**src/rtl/serial_endpoint.sv**
```systemverilog
// Device-side partner of the processor serial port: a host->CPU RX byte FIFO and a
// CPU->host TX byte FIFO, each show-ahead with registered occupancy and flags.

module serial_endpoint_fifo #(
    parameter int ADDR_W = 3
) (
    input  logic              clock,
    input  logic              reset,
    input  logic              push_in,
    input  logic [7:0]        push_data_in,
    input  logic              pop_in,
    output logic [7:0]        data_out,
    output logic              valid_out,
    output logic              ready_out,
    output logic [ADDR_W:0]   count_out
);
    localparam int DEPTH = 1 << ADDR_W;
    localparam logic [ADDR_W:0] FULL_C = {1'b1, {ADDR_W{1'b0}}};

    logic [7:0]        mem_q [DEPTH];
    logic [7:0]        mem_d [DEPTH];
    logic [ADDR_W-1:0] wr_ptr_q;
    logic [ADDR_W-1:0] wr_ptr_d;
    logic [ADDR_W-1:0] rd_ptr_q;
    logic [ADDR_W-1:0] rd_ptr_d;
    logic [ADDR_W:0]   count_q;
    logic [ADDR_W:0]   count_d;
    logic              push_s;
    logic              pop_s;

    // Flags come only from the registered count, so no input reaches an output.
    assign valid_out = (count_q != {(ADDR_W+1){1'b0}});
    assign ready_out = (count_q != FULL_C);
    assign count_out = count_q;
    assign data_out  = mem_q[rd_ptr_q];

    // Qualified transfers, next pointers, occupancy and storage contents.
    always_comb begin
        push_s   = push_in && ready_out;
        pop_s    = pop_in && valid_out;
        mem_d    = mem_q;
        wr_ptr_d = wr_ptr_q;
        rd_ptr_d = rd_ptr_q;
        count_d  = count_q;
        if (push_s) begin
            mem_d[wr_ptr_q] = push_data_in;
            wr_ptr_d        = wr_ptr_q + ADDR_W'(1'b1);
        end else begin
            wr_ptr_d = wr_ptr_q;
        end
        if (pop_s) begin
            rd_ptr_d = rd_ptr_q + ADDR_W'(1'b1);
        end else begin
            rd_ptr_d = rd_ptr_q;
        end
        case ({push_s, pop_s})
            2'b10:   count_d = count_q + (ADDR_W+1)'(1'b1);
            2'b01:   count_d = count_q - (ADDR_W+1)'(1'b1);
            default: count_d = count_q;
        endcase
    end

    // State register; storage is cleared too so the data output reads 0x00 after reset.
    always_ff @(posedge clock) begin
        if (reset) begin
            mem_q    <= '{default: 8'h00};
            wr_ptr_q <= '0;
            rd_ptr_q <= '0;
            count_q  <= '0;
        end else begin
            mem_q    <= mem_d;
            wr_ptr_q <= wr_ptr_d;
            rd_ptr_q <= rd_ptr_d;
            count_q  <= count_d;
        end
    end
endmodule

module serial_endpoint #(
    parameter int ADDR_W = 3
) (
    input  logic              clock,
    input  logic              reset,
    output logic [7:0]        cpu_data_out,
    output logic              cpu_valid_out,
    output logic              cpu_ready_out,
    input  logic [7:0]        cpu_data_in,
    input  logic              cpu_rden_in,
    input  logic              cpu_wren_in,
    input  logic [7:0]        host_rx_data_in,
    input  logic              host_rx_valid_in,
    output logic              host_rx_ready_out,
    output logic [7:0]        host_tx_data_out,
    output logic              host_tx_valid_out,
    input  logic              host_tx_ready_in,
    output logic [ADDR_W:0]   rx_count_out,
    output logic [ADDR_W:0]   tx_count_out,
    output logic              rx_underflow_out,
    output logic              tx_overflow_out
);
    logic rx_underflow_q;
    logic rx_underflow_d;
    logic tx_overflow_q;
    logic tx_overflow_d;

    serial_endpoint_fifo #(.ADDR_W(ADDR_W)) u_rx_fifo (
        .clock        (clock),
        .reset        (reset),
        .push_in      (host_rx_valid_in),
        .push_data_in (host_rx_data_in),
        .pop_in       (cpu_rden_in),
        .data_out     (cpu_data_out),
        .valid_out    (cpu_valid_out),
        .ready_out    (host_rx_ready_out),
        .count_out    (rx_count_out)
    );

    serial_endpoint_fifo #(.ADDR_W(ADDR_W)) u_tx_fifo (
        .clock        (clock),
        .reset        (reset),
        .push_in      (cpu_wren_in),
        .push_data_in (cpu_data_in),
        .pop_in       (host_tx_ready_in),
        .data_out     (host_tx_data_out),
        .valid_out    (host_tx_valid_out),
        .ready_out    (cpu_ready_out),
        .count_out    (tx_count_out)
    );

    assign rx_underflow_out = rx_underflow_q;
    assign tx_overflow_out  = tx_overflow_q;

    // Sticky error detection: read of an empty RX, write into a full TX.
    always_comb begin
        rx_underflow_d = rx_underflow_q;
        tx_overflow_d  = tx_overflow_q;
        if (cpu_rden_in && !cpu_valid_out) begin
            rx_underflow_d = 1'b1;
        end else begin
            rx_underflow_d = rx_underflow_q;
        end
        if (cpu_wren_in && !cpu_ready_out) begin
            tx_overflow_d = 1'b1;
        end else begin
            tx_overflow_d = tx_overflow_q;
        end
    end

    // Sticky flag registers, cleared only by reset.
    always_ff @(posedge clock) begin
        if (reset) begin
            rx_underflow_q <= 1'b0;
            tx_overflow_q  <= 1'b0;
        end else begin
            rx_underflow_q <= rx_underflow_d;
            tx_overflow_q  <= tx_overflow_d;
        end
    end
endmodule
```
**config.mk**
```make
export PLATFORM = sky130hd
export DESIGN_NAME = serial_endpoint
export DESIGN_NICKNAME = d
export VERILOG_FILES = /design/src/rtl/serial_endpoint.sv
export SDC_FILE = /design/constraint.sdc
export NUM_CORES = 1
export LEC_CHECK = 0
export ABC_AREA = 1
export CAP_MARGIN = 10
export CORE_ASPECT_RATIO = 0.75
export CORE_MARGIN = 2
export CORE_UTILIZATION = 45
export CTS_CLUSTER_SIZE = 10
export DETAILED_ROUTE_END_ITERATION = 8
export PLACE_DENSITY_LB_ADDON = 0.2
export SLEW_MARGIN = 0
export SYNTH_ARGS = -nofsm -noshare
export SYNTH_HDL_FRONTEND = slang
export SYNTH_SLANG_ARGS = --single-unit
```
**constraint.sdc**
```tcl
create_clock -name clock -period 5.33 [get_ports clock]
set_input_delay 1.066 -clock clock [delete_from_list [all_inputs] [get_ports clock]]
set_output_delay 1.066 -clock clock [all_outputs]
set_load 0.02 [all_outputs]
```
Word level (Yosys, flattened, before mapping)

Index checks and enable logic that the tools add are counted.

Add/subtract/negate cells: 8
Magnitude comparators: 6
Equal/unequal tests: 6
Multiplexer cells: 14
Bitwise gates (word level): 4
Reduce and logical (&&, ||, !) cells: 14

Operators by type and width:

| cell                | number |
|---|---|
| $bwmux 64           | 2 |
| $bmux 8 s3          | 2 |
| $demux 8 s3         | 2 |
| $mux 8              | 6 |
| $ge 4x4->1 const B  | 4 |
| $not 3->4           | 4 |
| $pmux 4 s2          | 2 |
| $add 3x1->3 const B | 4 |
| $add 4x1->4 const B | 2 |
| $logic_and 1x1->1   | 8 |
| $lt 4x1->1 const B  | 2 |
| $ne 4x4->1 const B  | 2 |
| $reduce_bool 4->1   | 2 |
| $sub 4x1->4 const B | 2 |
| $eq 2x1->1 const B  | 2 |
| $eq 2x2->1 const B  | 2 |
| $reduce_bool 2->1   | 2 |
| $logic_not 1->1     | 2 |

Register bits: 150
Bits of input ports: 22
Output and inout port bits: 30
Logic and storage cells: 76

Depth between registers and ports, before layout

Depth in word-level cells: 6
Mapped depth: 14
Gate-level depth less buffers: 14

By module

From an unflattened synthesis, not the netlist that was laid out.

Cell total of the unflattened synthesis: 1022
Area, all modules: 7269.5 µm²

By module, submodules not included:

| module               | instances | cells each | area each (µm²) | seq. area each (µm²) |
|---|---|---|---|---|
| serial_endpoint_fifo | 2         | 506        | 3598.5          | 1481.4 |
| serial_endpoint      | 1         | 10         | 72.6            | 40.0 |

Least setup slack after synthesis

Ideal clock, no wire load.

Path kind: input to register
Start point: input host_tx_ready_in
End point: register u_tx_fifo.count_q[2] (netlist: u_tx_fifo.count_out[2])
Setup time: 115 ps
Arrival time: 2204 ps
Required time: 5215 ps
Setup slack: 3010 ps
Stages: 11
Path buffers: 0
Path through: nand2_1 > inv_2 > ha_1 > nand2_1 > inv_1 > nor2_1 > ha_1 > a21oi_1 > xnor2_1 > o21ai_0 > inv_1

Cells in the longest elaborated chain, start to end: 3
Elaborated cells on any way between the ends: 5
Classes of those cells: eq/ne: 2; mux: 1; reduce/logical: 2

RTL lines:

| what                                                   | line | RTL |
|---|---|---|
| start, declared                                        | 95   | `input logic host_tx_ready_in,` |
| $logic_and 1x1->1 (*)                                  | 40   | `pop_s = pop_in && valid_out;` |
| via u_tx_fifo.pop_s                                    | 29   | `logic pop_s;` |
| $eq 2x1->1 / $eq 2x2->1 (equally long branches)        | 56   | `case ({push_s, pop_s})` |
| $pmux 4 s2 / $reduce_bool 2->1 (equally long branches) | --   |  |
| end signal, assigned                                   | 74   | `count_q <= count_d;` |
| end, declared                                          | 26   | `logic [ADDR_W:0] count_q;` |

The timed path passes the listed nets; every way through them passes the cells marked *.
A chain may end at the register's enable or synchronous reset.

Final worst setup path

Start point: register u_tx_fifo.rd_ptr_q[0]
End point: output host_tx_data_out[3]

Cells in the longest elaborated chain, start to end: 4

RTL lines:

| what                                      | line | RTL |
|---|---|---|
| start, declared                           | 24   | `logic [ADDR_W-1:0] rd_ptr_q;` |
| start signal, assigned                    | 73   | `rd_ptr_q <= rd_ptr_d;` |
| $not 3->4 (implied by the code)           | 35   | `assign data_out = mem_q[rd_ptr_q];` |
| $bmux 8 s3                                | 35   |  |
| $mux 8 (implied by the code) (2 in a row) | 35   |  |
| end, declared                             | 93   | `output logic [7:0] host_tx_data_out,` |

No other way between the ends. The select of a mux whose other input is x is not followed.

==> results.tsv <==
stage	metric	value	unit
power	power_density	484.2	nW/um^2
clock_tree	max-clock-path-buffers	2	
power	p_leak	3.109	nW
final_layout	antenna_cells	0	
place	detailedPlace.worstSlack	1.807	ns
yosys	synth_top_cell_by_area	dfxtp_1	
yosys	ys_top_cells_by_count	212 x nand2_1, 150 x dfxtp_1, 105 x a21oi_1	
timing	drv_slew	0	
grt	grt_max_degree	76	
yosys	syn_area	7503	um^2
drt	wl	20.66	mm
power	peakVddDrop	0.2599	mV
die	dieArea	17730	um^2
hold_path	hold_path_depth	2	
setup_path	cp-end-kind	primary output	
drt	vias	6818	
timing	max_freq	246.6	MHz
timing	setup_viol	0	
clock_tree	cts_setup_buffers	0	
setup_path	ff2ff_setup_slack	3.08	ns
clock_tree	cts_max_level	4	
yosys	ys_ff_latch	150	
timing	max_slew_margin	31.50	%
die	start_util	46.42	%
clock_tree	cts_hold_buf	0	
drt	wire_per_inst	16.73	um
final_layout	area.sequential	3003	um^2
final_layout	layout.nets	1044	
timing	skew	0.008974	ns
place	io_buffer_count	51	
hold_path	hold_path.class	reg -> reg	
clock_tree	root_buffer	clkbuf_16	
status	outcome	complete, no violations	
timing	rsz0062_at_grt	false	
die	core	16170	um^2
run	drv_cap	0	
setup_path	critPathLaunchType	flop	
clock_tree	ctsResizeCount	0	
yosys	synthArstFlopShare	0	%
yosys	synth_top_area_share	40.02	%
yosys	synth_cell_types	31	
yosys	postSynthAreaPerCell	7.481	um^2
die	chipWidth	153.1	um
yosys	seq_area_frac_synth	40.02	%
yosys	synth.area.top_cells	dfxtp_1 40%, nand2_1 11%, a21oi_1 7.0%	
setup_path	worstPathArrival	2.99	ns
timing	post-route-period-util	76.07	%
timing	tightest_slew	1.027	ns
die	die_h	115.8	um
setup_path	max_stage_delay	0.88	ns
clock_tree	numCtsBuffers	17	
clock_tree	clk_pin_slew	0.06	ns
setup_path	worst_ep_required_time	4.26	ns
hold_path	min_to	rx_underflow_out	
place	place_inst	1203	
final_layout	stdcell_count	1235	
die	ios	52	
final_layout	postLayoutCellArea	8602	um^2
grt	grt_pass1_vias	6296	
drt	drc	0	
yosys	yosysMostFrequentCell	nand2_1	
setup_path	timing.rr.start	u_rx_fifo.count_out[0]	
hold_path	min-delay-start	rx_underflow_out	
setup_path	cp_max_fo	42	
final_layout	area_delta_synth_final	14.64	%
timing	final.min_clock_period	4.054	ns
grt	grt-ovfl-total	0	
place	gp_congestion	0.9084	
timing	setup_ws	1.276	ns
clock_tree	tritoncts	built	
drt	drt_iter0_markers	708	
yosys	synth_nets	1035	
final_layout	multiInputGateArea	3949	um^2
grt	antenna_found_initial	0	
place	dpl-instance-area	7943	um^2
drt	firstDrtPassIters	6	
final_layout	drive_gt1_share	15.90	%
drt	ant_nets	0	
yosys	yosysWarnings	0	
grt	grt_pass1_wl	33.53	mm
clock_tree	cts_sinks	150	
setup_path	ff2ff_path_depth	9	
yosys	syn_inst	1003	
clock_tree	clock_latency	0.42	ns
yosys	ys.flop_type	dfxtp_1	
timing	setup-tns-final	0	ns
setup_path	rr_endpoint	u_rx_fifo.mem_q[9]	
drt	viasPerCell	5.521	
setup_path	crit_type	reg -> out	
setup_path	cp_cell_sequence	inv_2, a21oi_1, o21ai_1, o21ai_1, nand2_1, nand2_1, clkdlybuf4s50_1	
timing	hold_viol_final	0	
yosys	synth_edf_count	0	
setup_path	critPathSlowestCell	dfxtp_1	
die	rows	40	
final_layout	nFillCells	1574	
place	hpwl	13.67	mm
grt	grt_use_total	23.75	%
## cells by family (layout without fill, tap and decap cells)
group / Yosys count / after routing / synth area share [%]
flip-flops: 150 / 150 / 40.02
buffers and inverters: 114 / 136 / 7.354
XOR/XNOR: 5 / 5 / 0.5836
adder cells (fa/ha/maj): 10 / 10 / 1.668
AO/OA/AOI/OAI: 259 / 259 / 19.63
AND/OR/NAND/NOR: 465 / 465 / 30.75
## area by class of cell
class,instances,area share (%)
clock inverter,15,2.720
tap,210,3.055
inverter,48,2.124
sequential,150,34.91
multi-input combinational,739,45.91
clock buffer,17,4.945
timing repair buffer,56,6.342
## per-stage QoR
| stage | util (%) | hold WS, ns | power (W) |
|---|---|---|---|
| floorplan | - | 0.4365 | 0.002384 |
| global placement | 49.13 | 0.4459 | 0.002808 |
| detailed placement | 49.13 | 0.4423 | 0.002814 |
| CTS | 53.21 | 0.4518 | 0.004164 |
| global route | 53.21 | 0.4753 | 0.004399 |
| finish | 53.21 | 0.4492 | 0.004165 |
## sequential cells by signal, indices dropped and copies added, names as in the netlist
name,count
u_rx_fifo.wr_ptr_q,3
tx_overflow_out,1
u_tx_fifo.count_out,4
u_rx_fifo.count_out,4
u_rx_fifo.mem_q,64
rx_underflow_out,1
u_tx_fifo.mem_q,64
u_tx_fifo.wr_ptr_q,3
u_tx_fifo.rd_ptr_q,3
u_rx_fifo.rd_ptr_q,3
## where the power goes
part           switching, W  total (W)  internal [W]
clock network      0.000478    0.00135      0.000873
registers          0.000130    0.00134       0.00121
logic              0.000927    0.00147      0.000542
total               0.00154    0.00416       0.00263
## worst max-delay path: cells and delay by family (launching register included)
| kind | cells | cell delay, ns |
|---|---|---|
| AOI/OAI and AO/OA | 3 | 0.41 |
| buffers and inverters | 2 | 1.11 |
| DFF | 1 | 0.88 |
| and+or+nand+nor | 2 | 0.16 |
## how the worst max path moves through the flow
stage / startpoint / slack, ns / endpoint / cells after the start
global route: u_tx_fifo.rd_ptr_q[0] / 1.07 / host_tx_data_out[0] / 7
floorplan: host_tx_ready_in / 3.01 / u_tx_fifo.count_out[2] / 11
global placement: u_tx_fifo.rd_ptr_q[0] / 1.86 / host_tx_data_out[3] / 7
CTS: u_tx_fifo.rd_ptr_q[0] / 1.35 / host_tx_data_out[3] / 7
finish: u_tx_fifo.rd_ptr_q[0] / 1.28 / host_tx_data_out[3] / 7
detailed placement: u_tx_fifo.rd_ptr_q[0] / 1.81 / host_tx_data_out[3] / 7
## cells in the final DEF, fill, tap and decap left out, types with 12 or more instances in the layout
cell type / instances
clkbuf_16: 17
clkdlybuf4s50_1: 50
dfxtp_1: 150
nor2_1: 84
nand3_1: 93
nand2_1: 212
inv_2: 15
a21oi_1: 105
nand3_2: 41
o22ai_1: 24
nand2_4: 12
a21oi_2: 39
inv_1: 30
o21ai_1: 47
o21ai_0: 44
## metal layers
metal / routed length (um) / up-vias / track usage (%)
li1: - / 3393 / -
met5: 0 / - / 0
met2: 8290 / 229 / 33.01
met3: 1592 / 14 / 6.881
met1: 10640 / 3182 / 36.28
met4: 139 / 0 / 4.753
Power figures use the tool's default switching activity.
